`src/rtl/backward_register_slice.sv`:
```
// Backward register slice: breaks the ready path from downstream to upstream with a one-entry skid
// buffer. Valid and data pass straight through while the skid register is empty.
module backward_register_slice #(
  parameter int unsigned BITWIDTH = 8
) (
  input  logic                clki,
  input  logic                rst,
  input  logic                RxVld,
  input  logic [BITWIDTH-1:0] RxData,
  output logic                RxRdy,
  output logic                TxVld,
  output logic [BITWIDTH-1:0] TxData,
  input  logic                TxRdy,
  output logic                SkidVld
);

  logic                r_skid_vld;
  logic [BITWIDTH-1:0] r_skid_data;
  logic                r_rx_rdy;

  logic                w_skid_vld_d;
  logic                w_capture;

  // Capture only when a beat arrives while empty and downstream stalls.
  always_comb begin
    w_capture    = 1'b0;
    w_skid_vld_d = r_skid_vld;
    if (!r_skid_vld) begin
      if (RxVld && !TxRdy) begin
        w_capture    = 1'b1;
        w_skid_vld_d = 1'b1;
      end
    end else if (TxRdy) begin
      w_skid_vld_d = 1'b0;
    end
  end

  always_ff @(posedge clki or posedge rst) begin
    if (rst) begin
      r_skid_vld <= 1'b0;
      r_rx_rdy   <= 1'b1;
    end else begin
      r_skid_vld <= w_skid_vld_d;
      r_rx_rdy   <= ~w_skid_vld_d;
    end
  end

  always_ff @(posedge clki) begin
    if (w_capture) begin
      r_skid_data <= RxData;
    end
  end

  assign RxRdy   = r_rx_rdy;
  assign SkidVld = r_skid_vld;
  assign TxVld   = r_skid_vld | RxVld;
  assign TxData  = r_skid_vld ? r_skid_data : RxData;

endmodule

```
`config.mk`:
```
export PLATFORM = sky130hd
export DESIGN_NAME = backward_register_slice
export DESIGN_NICKNAME = d
export VERILOG_FILES = /design/src/rtl/backward_register_slice.sv
export SDC_FILE = /design/constraint.sdc
export NUM_CORES = 1
export LEC_CHECK = 0
export BUFFER_PORTS_ARGS = -buffer_cell sky130_fd_sc_hd__buf_2
export CORE_AREA = 2 2 39 41
export CTS_CLUSTER_DIAMETER = 80
export DETAILED_ROUTE_END_ITERATION = 7
export DIE_AREA = 0 0 41 43
export HOLD_SLACK_MARGIN = 0.15
export PLACE_DENSITY = 0.72
export SETUP_SLACK_MARGIN = 0.3
export SLEW_MARGIN = 25
export SYNTH_ARGS = -nofsm -noshare
export SYNTH_HDL_FRONTEND = slang
export SYNTH_SLANG_ARGS = --single-unit
export TNS_END_PERCENT = 1
```
`constraint.sdc`:
```
create_clock -name clki -period 2.3 [get_ports clki]
set_clock_uncertainty 0.2 [all_clocks]
set_input_delay 0.46 -clock clki [delete_from_list [all_inputs] [get_ports clki]]
set_output_delay 0.46 -clock clki [all_outputs]
set_load 0.01 [all_outputs]
```
==> impl_metrics.tcl <==
set metrics [dict create \
    outcome "completed" \
    p_total_uw 398 \
    synth_warnings 0 \
    synth.top_cell.area_share_pct 53.3 \
    setup_tns_ns 0 \
    dp_cells 63 \
    drv_slew 0 \
    synth_area_per_cell_um2 18.8 \
    crit_required_ns 1.64 \
    synth-seq-cells 10 \
    syn_area_um2 450 \
    dieArea_um2 1760 \
    die_w_um 41 \
    nFillCells 125 \
    period_minus_slack_ns 1.95 \
    synthTopCellsByArea "edfxtp_1, mux2_4, dfstp_2, dfrtp_1, mux2_2" \
    ys_seq_area_share_pct 64.7 \
    regArea_um2 293 \
    htreeDepth 1 \
    cts_tree "yes" \
    cp_top_family "flip-flops" \
    area_growth_pct 39.7 \
    cp-start-kind "flop" \
    via_count 292 \
    grt-ovfl-total 0 \
    fin_cells 69 \
    relSlewSlack_pct 82.7 \
    leakagePower_uw 0.000286 \
    routed_wl_um 798 \
    max_freq_mhz 512 \
    drtIter0Drc 1 \
    die_y_um 43 \
    max_stage_delay_ns 0.51 \
    min_period_over_period_pct 84.9 \
    drc 0 \
    worstSetupEndpointType "primary output" \
    crit_chain "buf_4, or2_1, buf_2" \
    multiInputGateArea_um2 144 \
    critPathKind "flop to primary output" \
    grt_max_degree 14 \
    worst-path-max-fanout 10 \
    slowest_stage "dfrtp_2" \
    grt_setup_unrepaired "no" \
    cts.clk_slew.worst_paths_ns 0.06 \
    numCtsBuffers 3 \
    boundaryPins 23 \
    hold_viol_final 0 \
    final_util_pct 45.5 \
    maxCapViolations 0 \
    insertion_delay_ns 0.26 \
    n_antenna_cell 0 \
    core_um2 1380 \
    portBuffers 22 \
    final_antenna_net_count 0 \
    drive_gt1_share_pct 73.6 \
    num-nets-final 66 \
    numClockSinks 10 \
    dp.final_hpwl_um 602 \
    powerDensity_nw_per_um2 632 \
    vias_per_cell 4.23 \
    root_buffer "clkbuf_4" \
    cts_buffer_depth 2 \
    syn_nets 36 \
    ys_types 11 \
    initial_core_util_pct 32.5 \
    postLayoutCellArea_um2 629 \
    grt_pass1_vias 277 \
    crit_buf_inv 2 \
    track_usage_pct 10.5 \
    antenna_found_initial 0 \
    firstDrtPassIters 3 \
    tightest_slew_ns 0.259 \
    hold_class "input port to flop" \
    synthCells 24 \
    yosysTopAreaCell "edfxtp_1" \
    place_congestion 0.613 \
    finalSetupViolCount 0 \
    wire_per_inst_um 11.6 \
    max-vdd-ir-drop_uv 269 \
    crit_arrival_ns 1.29 \
    place_area_um2 584 \
    grt_pass1_wl_mm 1.13 \
    num_rows 14 \
]
[final timing paths]
check / from / end / slack [ns] / cells past startpoint
setup / recovery: SkidVld / TxVld / 0.35 / 3
hold / removal: RxVld / RxRdy / 0.18 / 2
setup reg to reg: SkidVld / r_skid_data[6] / 0.69 / 3
hold reg to reg: SkidVld / RxRdy / 0.57 / 2
max in group asynchronous: rst / RxRdy / 1.31 / 3
min in group asynchronous: rst / SkidVld / 0.40 / 3
[repair_timing]
action / CTS / global route
hold buffers: 1 / 0
gates resized for setup: 1 / 0
buffers inserted: 0 / 1
endpoints found under the setup margin: 8 / 2
hold endpoints to repair: 2 / 0
pin swaps: 0 / 0
[where the power goes]
| group | total, uW | switching [uW] | internal (uW) |
|---|---|---|---|
| Combinational | 66.1 | 26.1 | 40.0 |
| Clock | 119 | 56.7 | 62.5 |
| Sequential | 212 | 6.79 | 206 |
| Total | 398 | 89.6 | 308 |
[kinds of logic after synthesis]
logic type	after synthesis	share of synthesized area [%]
buffers and inverters	2	3.33
flip-flops	10	64.7
AO/OA/AOI/OAI	2	3.89
AND/OR/NAND/NOR	2	3.06
multiplexers	8	25.0
[cell usage after synthesis (all sizes together)]
library cell	instances
inv	1
edfxtp	8
dfstp	1
o21ba	1
mux2	8
nor3b	1
o21bai	1
buf	1
dfrtp	1
or2	1
[state kept, by name (all words and copies together), names as in the netlist]
register	flops
r_skid_data	8
SkidVld	1
RxRdy	1
[layout make-up]
class                           instances  share of cell area, %
Sequential cell                        10                   46.5
Multi-Input combinational cell         12                   22.9
Timing Repair Buffer                   26                   22.7
Clock buffer                            3                   3.58
Tap cell                               16                   3.18
Clock inverter                          1                  0.596
Inverter                                1                  0.596
[per-stage QoR]
step	hold WS (ns)	setup WS, ns
floorplan	0.000457	0.421
global placement	0.113	0.479
detailed placement	0.110	0.453
CTS	0.166	0.317
global route	0.180	0.310
finish	0.178	0.347
[per-layer routing]
layer | GRT usage [%] | share of wire (%) | vias to the layer above
met5 | 0 | 0 | -
met4 | 8.00 | 1.8 | 0
met3 | 3.14 | 11 | 2
met2 | 13.8 | 41 | 22
met1 | 13.9 | 46 | 121
li1 | - | - | 147
[layout by cell type, fill, tap and decap left out]
cell type and count:
clkinv_1 1, o21ba_2 1, or2_1 1, dfrtp_2 1, o21bai_1 1, dlygate4sd3_1 1, edfxtp_1 8, clkbuf_4 3
mux2_2 2, nor3b_1 1, buf_2 22, mux2_4 6, dfstp_2 1, buf_4 3, inv_1 1
No activity file was read; power rests on OpenSTA's default activity.
